$ cat src/rtl/fetch_unit_if.sv
`default_nettype none
`timescale 1ns/1ps
// +--------------------------------------------------------------------------+
// | Module   : fetch_unit_if                                                 |
// | Brief    : imem request/response, redirect and decode handshake bundle.  |
// | Revision : 1.0                                                           |
// +--------------------------------------------------------------------------+
interface fetch_unit_if #(
    parameter int ADDR_W = 8,
    parameter int DATA_W = 32
);
    logic              imem_req_valid;
    logic              imem_req_ready;
    logic [ADDR_W-1:0] imem_req_addr;
    logic              imem_resp_valid;
    logic [DATA_W-1:0] imem_resp_data;
    logic              redirect_valid;
    logic [ADDR_W-1:0] redirect_addr;
    logic              inst_valid;
    logic              inst_ready;
    logic [DATA_W-1:0] inst_data;
    logic [ADDR_W-1:0] inst_pc;

    // master: the fetch unit; slave: memory, branch unit and decode
    modport master (
        output imem_req_valid, imem_req_addr, inst_valid, inst_data, inst_pc,
        input  imem_req_ready, imem_resp_valid, imem_resp_data,
               redirect_valid, redirect_addr, inst_ready
    );

    modport slave (
        input  imem_req_valid, imem_req_addr, inst_valid, inst_data, inst_pc,
        output imem_req_ready, imem_resp_valid, imem_resp_data,
               redirect_valid, redirect_addr, inst_ready
    );
endinterface
`default_nettype wire

$ cat src/rtl/fetch_unit.sv
`default_nettype none
`timescale 1ns/1ps
// +--------------------------------------------------------------------------+
// | Module   : fetch_unit                                                    |
// | Brief    : Fetch PC owner, in-order imem requester and PC-tagged buffer. |
// | Revision : 1.0                                                           |
// +--------------------------------------------------------------------------+
module fetch_unit #(
    parameter int                ADDR_W   = 8,
    parameter int                DATA_W   = 32,
    parameter int                DEPTH    = 2,
    parameter logic [ADDR_W-1:0] RESET_PC = '0
) (
    input  wire logic         clk,
    input  wire logic         rst_n,
    fetch_unit_if.master      bus
);
    localparam int                 c_PTR_W     = (DEPTH > 1) ? $clog2(DEPTH) : 1;
    localparam int                 c_CNT_W     = $clog2(DEPTH + 1);
    localparam logic [c_CNT_W-1:0] c_DEPTH_CNT = c_CNT_W'(DEPTH);

    localparam logic [1:0] c_IDLE  = 2'd0;
    localparam logic [1:0] c_FETCH = 2'd1;
    localparam logic [1:0] c_FLUSH = 2'd2;

    logic [1:0]         r_state;
    logic [1:0]         w_state_next;
    logic [ADDR_W-1:0]  r_pc;
    logic [c_PTR_W-1:0] r_alloc_ptr;
    logic [c_PTR_W-1:0] r_fill_ptr;
    logic [c_PTR_W-1:0] r_rd_ptr;
    logic [c_CNT_W-1:0] r_alloc_cnt;
    logic [c_CNT_W-1:0] r_pend_cnt;
    logic [c_CNT_W-1:0] r_drops;
    logic [c_CNT_W-1:0] w_drops_next;

    logic [ADDR_W-1:0]  r_ent_pc   [DEPTH];
    logic [DATA_W-1:0]  r_ent_data [DEPTH];
    logic [DEPTH-1:0]   r_ent_filled;

    logic w_req_valid;
    logic w_req_hs;
    logic w_resp_fetch;
    logic w_fill;
    logic w_drop_resp;
    logic w_inst_valid;
    logic w_pop;

    // A response in FETCH always belongs to the oldest unfilled entry; under a
    // same-cycle redirect it is still consumed, just not stored.
    assign w_req_hs     = w_req_valid && bus.imem_req_ready;
    assign w_resp_fetch = (r_state == c_FETCH) && bus.imem_resp_valid && (r_pend_cnt != '0);
    assign w_fill       = w_resp_fetch && !bus.redirect_valid;
    assign w_drop_resp  = (r_state == c_FLUSH) && bus.imem_resp_valid && (r_drops != '0);
    assign w_inst_valid = (r_alloc_cnt != '0) && r_ent_filled[r_rd_ptr];
    assign w_pop        = w_inst_valid && bus.inst_ready && !bus.redirect_valid;

    always_comb begin
        w_drops_next = r_drops;
        if (bus.redirect_valid && (r_state == c_FETCH)) begin
            w_drops_next = r_pend_cnt - c_CNT_W'(w_resp_fetch);
        end else if (r_state == c_FLUSH) begin
            w_drops_next = r_drops - c_CNT_W'(w_drop_resp);
        end
    end

    // ---------------- FSM: state register ----------------
    always_ff @(posedge clk or negedge rst_n) begin
        if (!rst_n) begin
            r_state <= c_IDLE;
        end else begin
            r_state <= w_state_next;
        end
    end

    // ---------------- FSM: next state ----------------
    always_comb begin
        w_state_next = r_state;
        case (r_state)
            c_IDLE:  w_state_next = c_FETCH;
            c_FETCH: if (bus.redirect_valid && (w_drops_next != '0)) w_state_next = c_FLUSH;
            c_FLUSH: if (w_drops_next == '0) w_state_next = c_FETCH;
            default: w_state_next = c_IDLE;
        endcase
    end

    // ---------------- FSM: outputs ----------------
    always_comb begin
        w_req_valid = (r_state == c_FETCH) && (r_alloc_cnt < c_DEPTH_CNT) && !bus.redirect_valid;
    end

    assign bus.imem_req_valid = w_req_valid;
    assign bus.imem_req_addr  = r_pc;
    assign bus.inst_valid     = w_inst_valid;
    assign bus.inst_data      = r_ent_data[r_rd_ptr];
    assign bus.inst_pc        = r_ent_pc[r_rd_ptr];

    // ---------------- PC, pointers and buffer ----------------
    always_ff @(posedge clk or negedge rst_n) begin
        if (!rst_n) begin
            r_pc         <= RESET_PC;
            r_alloc_ptr  <= '0;
            r_fill_ptr   <= '0;
            r_rd_ptr     <= '0;
            r_alloc_cnt  <= '0;
            r_pend_cnt   <= '0;
            r_drops      <= '0;
            r_ent_filled <= '0;
            for (int i = 0; i < DEPTH; i++) begin
                r_ent_pc[i]   <= '0;
                r_ent_data[i] <= '0;
            end
        end else begin
            r_drops <= w_drops_next;
            if (bus.redirect_valid) begin
                // Everything buffered or requested before this point is stale.
                r_pc         <= bus.redirect_addr;
                r_alloc_ptr  <= '0;
                r_fill_ptr   <= '0;
                r_rd_ptr     <= '0;
                r_alloc_cnt  <= '0;
                r_pend_cnt   <= '0;
                r_ent_filled <= '0;
            end else begin
                if (w_req_hs) begin
                    r_pc                    <= r_pc + ADDR_W'(4);
                    r_ent_pc[r_alloc_ptr]   <= r_pc;
                    r_ent_filled[r_alloc_ptr] <= 1'b0;
                    r_alloc_ptr             <= r_alloc_ptr + 1'b1;
                end
                if (w_fill) begin
                    r_ent_data[r_fill_ptr]   <= bus.imem_resp_data;
                    r_ent_filled[r_fill_ptr] <= 1'b1;
                    r_fill_ptr               <= r_fill_ptr + 1'b1;
                end
                if (w_pop) begin
                    r_ent_filled[r_rd_ptr] <= 1'b0;
                    r_rd_ptr               <= r_rd_ptr + 1'b1;
                end
                r_alloc_cnt <= r_alloc_cnt + c_CNT_W'(w_req_hs) - c_CNT_W'(w_pop);
                r_pend_cnt  <= r_pend_cnt + c_CNT_W'(w_req_hs) - c_CNT_W'(w_fill);
            end
        end
    end
endmodule
`default_nettype wire

$ cat src/flat_wrapper.sv
// flat-port wrapper written by rule: the top's interface ports become plain ports
module fetch_unit_flat 
#(
    parameter int                ADDR_W   = 8,
    parameter int                DATA_W   = 32,
    parameter int                DEPTH    = 2,
    parameter logic [ADDR_W-1:0] RESET_PC = '0
)
  (clk, rst_n, bus_imem_req_valid, bus_imem_req_addr, bus_inst_valid, bus_inst_data, bus_inst_pc, bus_imem_req_ready, bus_imem_resp_valid, bus_imem_resp_data, bus_redirect_valid, bus_redirect_addr, bus_inst_ready);
  fetch_unit_if #(.ADDR_W(ADDR_W), .DATA_W(DATA_W)) bus_i ();
  input  wire logic clk;
  input  wire logic rst_n;
  output wire logic [$bits(bus_i.imem_req_valid)-1:0] bus_imem_req_valid;
  output wire logic [$bits(bus_i.imem_req_addr)-1:0] bus_imem_req_addr;
  output wire logic [$bits(bus_i.inst_valid)-1:0] bus_inst_valid;
  output wire logic [$bits(bus_i.inst_data)-1:0] bus_inst_data;
  output wire logic [$bits(bus_i.inst_pc)-1:0] bus_inst_pc;
  input wire logic [$bits(bus_i.imem_req_ready)-1:0] bus_imem_req_ready;
  input wire logic [$bits(bus_i.imem_resp_valid)-1:0] bus_imem_resp_valid;
  input wire logic [$bits(bus_i.imem_resp_data)-1:0] bus_imem_resp_data;
  input wire logic [$bits(bus_i.redirect_valid)-1:0] bus_redirect_valid;
  input wire logic [$bits(bus_i.redirect_addr)-1:0] bus_redirect_addr;
  input wire logic [$bits(bus_i.inst_ready)-1:0] bus_inst_ready;
  assign bus_imem_req_valid = bus_i.imem_req_valid;
  assign bus_imem_req_addr = bus_i.imem_req_addr;
  assign bus_inst_valid = bus_i.inst_valid;
  assign bus_inst_data = bus_i.inst_data;
  assign bus_inst_pc = bus_i.inst_pc;
  assign bus_i.imem_req_ready = bus_imem_req_ready;
  assign bus_i.imem_resp_valid = bus_imem_resp_valid;
  assign bus_i.imem_resp_data = bus_imem_resp_data;
  assign bus_i.redirect_valid = bus_redirect_valid;
  assign bus_i.redirect_addr = bus_redirect_addr;
  assign bus_i.inst_ready = bus_inst_ready;
  fetch_unit #(.ADDR_W(ADDR_W), .DATA_W(DATA_W), .DEPTH(DEPTH), .RESET_PC(RESET_PC)) u_core (.clk(clk), .rst_n(rst_n), .bus(bus_i));
endmodule
$ cat config.mk
export PLATFORM = sky130hd
export DESIGN_NAME = fetch_unit_flat
export DESIGN_NICKNAME = d
export VERILOG_FILES = /design/src/rtl/fetch_unit_if.sv /design/src/rtl/fetch_unit.sv /design/src/flat_wrapper.sv
export SDC_FILE = /design/constraint.sdc
export NUM_CORES = 1
export LEC_CHECK = 0
export CORE_AREA = 2 2 129 81
export CTS_CLUSTER_SIZE = 20
export DETAILED_ROUTE_END_ITERATION = 10
export DIE_AREA = 0 0 131 83
export MAX_ROUTING_LAYER = met4
export PLACE_DENSITY = 0.79
export REMOVE_ABC_BUFFERS = 1
export SLEW_MARGIN = 25
export SYNTH_ARGS = -nofsm -noshare
export SYNTH_HDL_FRONTEND = slang
export SYNTH_SLANG_ARGS = --single-unit
$ cat constraint.sdc
create_clock -name clk -period 3.2 [get_ports clk]
set_clock_uncertainty 0.1 [all_clocks]
set_input_delay 0.64 -clock clk [delete_from_list [all_inputs] [get_ports clk]]
set_output_delay 0.64 -clock clk [all_outputs]
set_load 0.03 [all_outputs]
==> metrics.yaml <==
status:
  status: "completed"
clock_tree:
  ctsResizeCount: 0
  cts.clk_slew.worst_paths_ns: 0.06
  clk_latency_ns: 0.34
  htreeDepth: 3
  cts_tree: "built"
  cts_buffer_depth: 2
  root_buffer: "clkbuf_16"
  numCtsBuffers: 9
  post_cts_buffers: 0
  hold_buffers: 0
  cts_sinks: 101
logic_synthesis:
  ys.flop_type: "dfrtp_1"
  ys_ff_latch: 101
  avgSynthCellArea_um2: 14.3
  async_flop_share_pct: 100
  synth_area_um2: 4900
  synth_edf_count: 0
  ys_types: 45
  syn_inst: 343
  yosysSeqAreaShare_pct: 51.5
  yosysWarnings: 0
global_route:
  first_global_vias: 3107
  antenna_found_initial: 0
  grt_overflow_total: 0
  track_usage_pct: 19.7
  grt_pass1_wl_mm: 16.2
  grt_max_degree: 55
pwr:
  clock_power_share_pct: 20.4
  internal_power_w: 0.00321
  max-vdd-ir-drop_mv: 0.412
  p_switching_w: 0.00166
  power_density_nw_per_um2: 786
  comb_power_share_pct: 41.0
  seqPwrFrac_pct: 38.7
  sw_frac_of_total_pct: 34.1
  p_leak_nw: 2.79
die:
  start_util_pct: 50.9
  num_rows: 28
  coreArea_um2: 9630
  die_x_um: 131
  die_area_um2: 10900
  io_pins: 96
  die_y_um: 83
finish:
  nNetsFinal: 490
  fillCellCount: 696
  ff_latch_area_um2: 2530
  drive_gt1_share_pct: 34.8
  multi_input_area_um2: 2170
  finalNonFillerCells: 575
  area_growth_pct: 26.5
  diodes: 0
drt:
  ant_nets: 0
  drt_iter0_drc: 151
  drt-total-wl_mm: 9.98
  drt_pass1_iterations: 4
  routedWlPerCell_um: 17.4
  vias: 3051
  via_per_inst: 5.31
  drc: 0
sta:
  rsz0062_at_grt: "no"
  finalCritPeriodShare_pct: 86.2
  hold_viol: 0
  setup_ws_ns: 0.443
  min_period_ns: 2.76
  worst_slew_pin_slew_ns: 0.700
  fmax_ghz: 0.363
  setup_tns_ns: 0
  drv_slew: 0
  slew-limit-headroom_pct: 53.3
  setup_violations: 0
worst_setup_path:
  worstPathRequired_ns: 2.46
  end_kind: "output port"
  cp_slowest_cell: "clkdlybuf4s50_1"
  cp_max_fo: 25
  critPathKind: "reg -> out"
  cp-start-kind: "flip-flop"
  reg2reg_to: "u_core.r_ent_data[18]$_DFFE_PN0P_"
  cp.arrival_ns: 2.02
  rr_worst_depth: 5
  r2r_slack_ns: 0.99
  reg2reg_from: "u_core.r_state[0]$_DFFE_PN0P_"
  cp_slowest_stage_delay_ns: 0.60
  cp_cell_sequence: "buf_4 > mux2_2 > clkdlybuf4s50_1"
place:
  hpwl_mm: 7.00
  place.port_buffers: 95
  placed_cells: 561
  dp_slack_ns: 0.343
  gp_congestion: 0.828
run:
  max-cap-violations: 0
hold_path:
  hold_class: "in -> async"
==> flip-flops by register name, summed over array words and instances, names as in the netlist <==
signal	cells
u_core.r_ent_pc	16
u_core.r_state	2
u_core.r_ent_data	64
u_core.bus.imem_req_addr	8
u_core.r_alloc_ptr	1
u_core.r_pend_cnt	2
u_core.r_ent_filled	2
u_core.r_alloc_cnt	2
u_core.r_drops	2
u_core.r_fill_ptr	1
u_core.r_rd_ptr	1
==> worst max-delay path, delay by kind of cell, from the launching register on <==
family	cells	cell delay, ns
muxes	1	0.41
DFF	1	0.35
buffers and inverters	2	0.92
==> power by group through the flow <==
stage	Combinational, W	Sequential (W)	Clock, W
after floorplan	0.00126	0.00186	0
after global routing	0.00211	0.00194	0.00108
after detailed placement	0.00200	0.00190	0
after CTS	0.00201	0.00189	0.00102
final	0.00200	0.00189	0.000992
after global placement	0.00197	0.00187	0
==> kinds of logic after synthesis <==
kind of cell	Yosys count	synth area share, %
AOI/OAI and AO/OA	26	4.23
xor gates and xnor gates	8	1.43
adders and majority gates	7	1.79
buffers and inverters	27	4.21
DFF	101	51.5
muxes	124	30.6
and+or+nand+nor	50	6.17
==> routing by layer <==
metal  part of all wire, %  track usage, %  up-vias
met5                     0               -        -
met4                  0.38            3.58        0
met3                   6.7            5.99        6
met2                    44            27.6       96
met1                    49            28.8     1556
li1                      -               -     1393
==> cell type report <==
class	instances	area share, %
clock buffer	13	4.20
timing repair buffer	102	16.7
sequential	101	40.8
tap	135	2.72
clock inverter	1	0.121
multi-input combinational	215	35.0
inverter	8	0.484
==> worst max path at each step <==
| stage | startpoint | endpoint | cells past startpoint | slack (ns) |
|---|---|---|---|---|
| finish | u_core.r_rd_ptr$_DFFE_PN0P_ | bus_inst_data[11] | 3 | 0.44 |
| floorplan | u_core.r_rd_ptr$_DFFE_PN0P_ | bus_inst_valid | 2 | 0.63 |
| CTS | u_core.r_rd_ptr$_DFFE_PN0P_ | bus_inst_pc[2] | 3 | 0.43 |
| global placement | bus_redirect_valid | u_core.r_alloc_cnt[1]$_DFF_PN0_ | 8 | 0.43 |
| global route | u_core.r_rd_ptr$_DFFE_PN0P_ | bus_inst_pc[7] | 3 | 0.37 |
| detailed placement | bus_redirect_valid | u_core.r_alloc_cnt[0]$_DFF_PN0_ | 7 | 0.34 |
==> layout by cell type (no fill, tap or decap), drive strengths merged, types with 3 or more instances in the layout <==
cell type and instances:
a221o 4, buf 9, clkbuf 13, clkdlybuf4s50 93
dfrtp 101, ha 7, inv 8, mux2 122
nand2 10, nor2 18, nor2b 6, nor3 3
o21a 4, o21ai 8, xnor2 3, xor2 5
==> per-stage QoR <==
step / utilization (%) / area, um2 / hold slack [ns] / power [W]
after floorplan: - / 4730 / 0.244 / 0.00312
after global placement: 61.6 / 5930 / 0.367 / 0.00384
after detailed placement: 61.6 / 5930 / 0.376 / 0.00390
after CTS: 64.4 / 6200 / 0.273 / 0.00492
after global routing: 64.4 / 6200 / 0.296 / 0.00513
final: 64.4 / 6200 / 0.229 / 0.00487
==> cell usage after synthesis, types with 2 or more instances <==
cell type	instances	share of area, %
a21o_1	2	0.31
xnor2_1	3	0.54
a221o_1	4	0.82
ha_1	7	1.8
o21a_1	4	0.61
nand2_1	10	0.77
nand3_1	2	0.20
xor2_1	5	0.89
mux2_4	29	8.9
o21ai_0	7	0.71
nor2_1	18	1.4
a21oi_1	2	0.20
nor2b_1	5	0.64
nor3_1	2	0.20
buf_12	4	1.6
mux2_2	92	21
dfrtp_1	101	52
inv_1	8	0.61
buf_2	2	0.20
mux2i_1	2	0.41
buf_6	3	0.69
buf_1	5	0.38
buf_4	4	0.61
(Power assumes the default switching activity.)
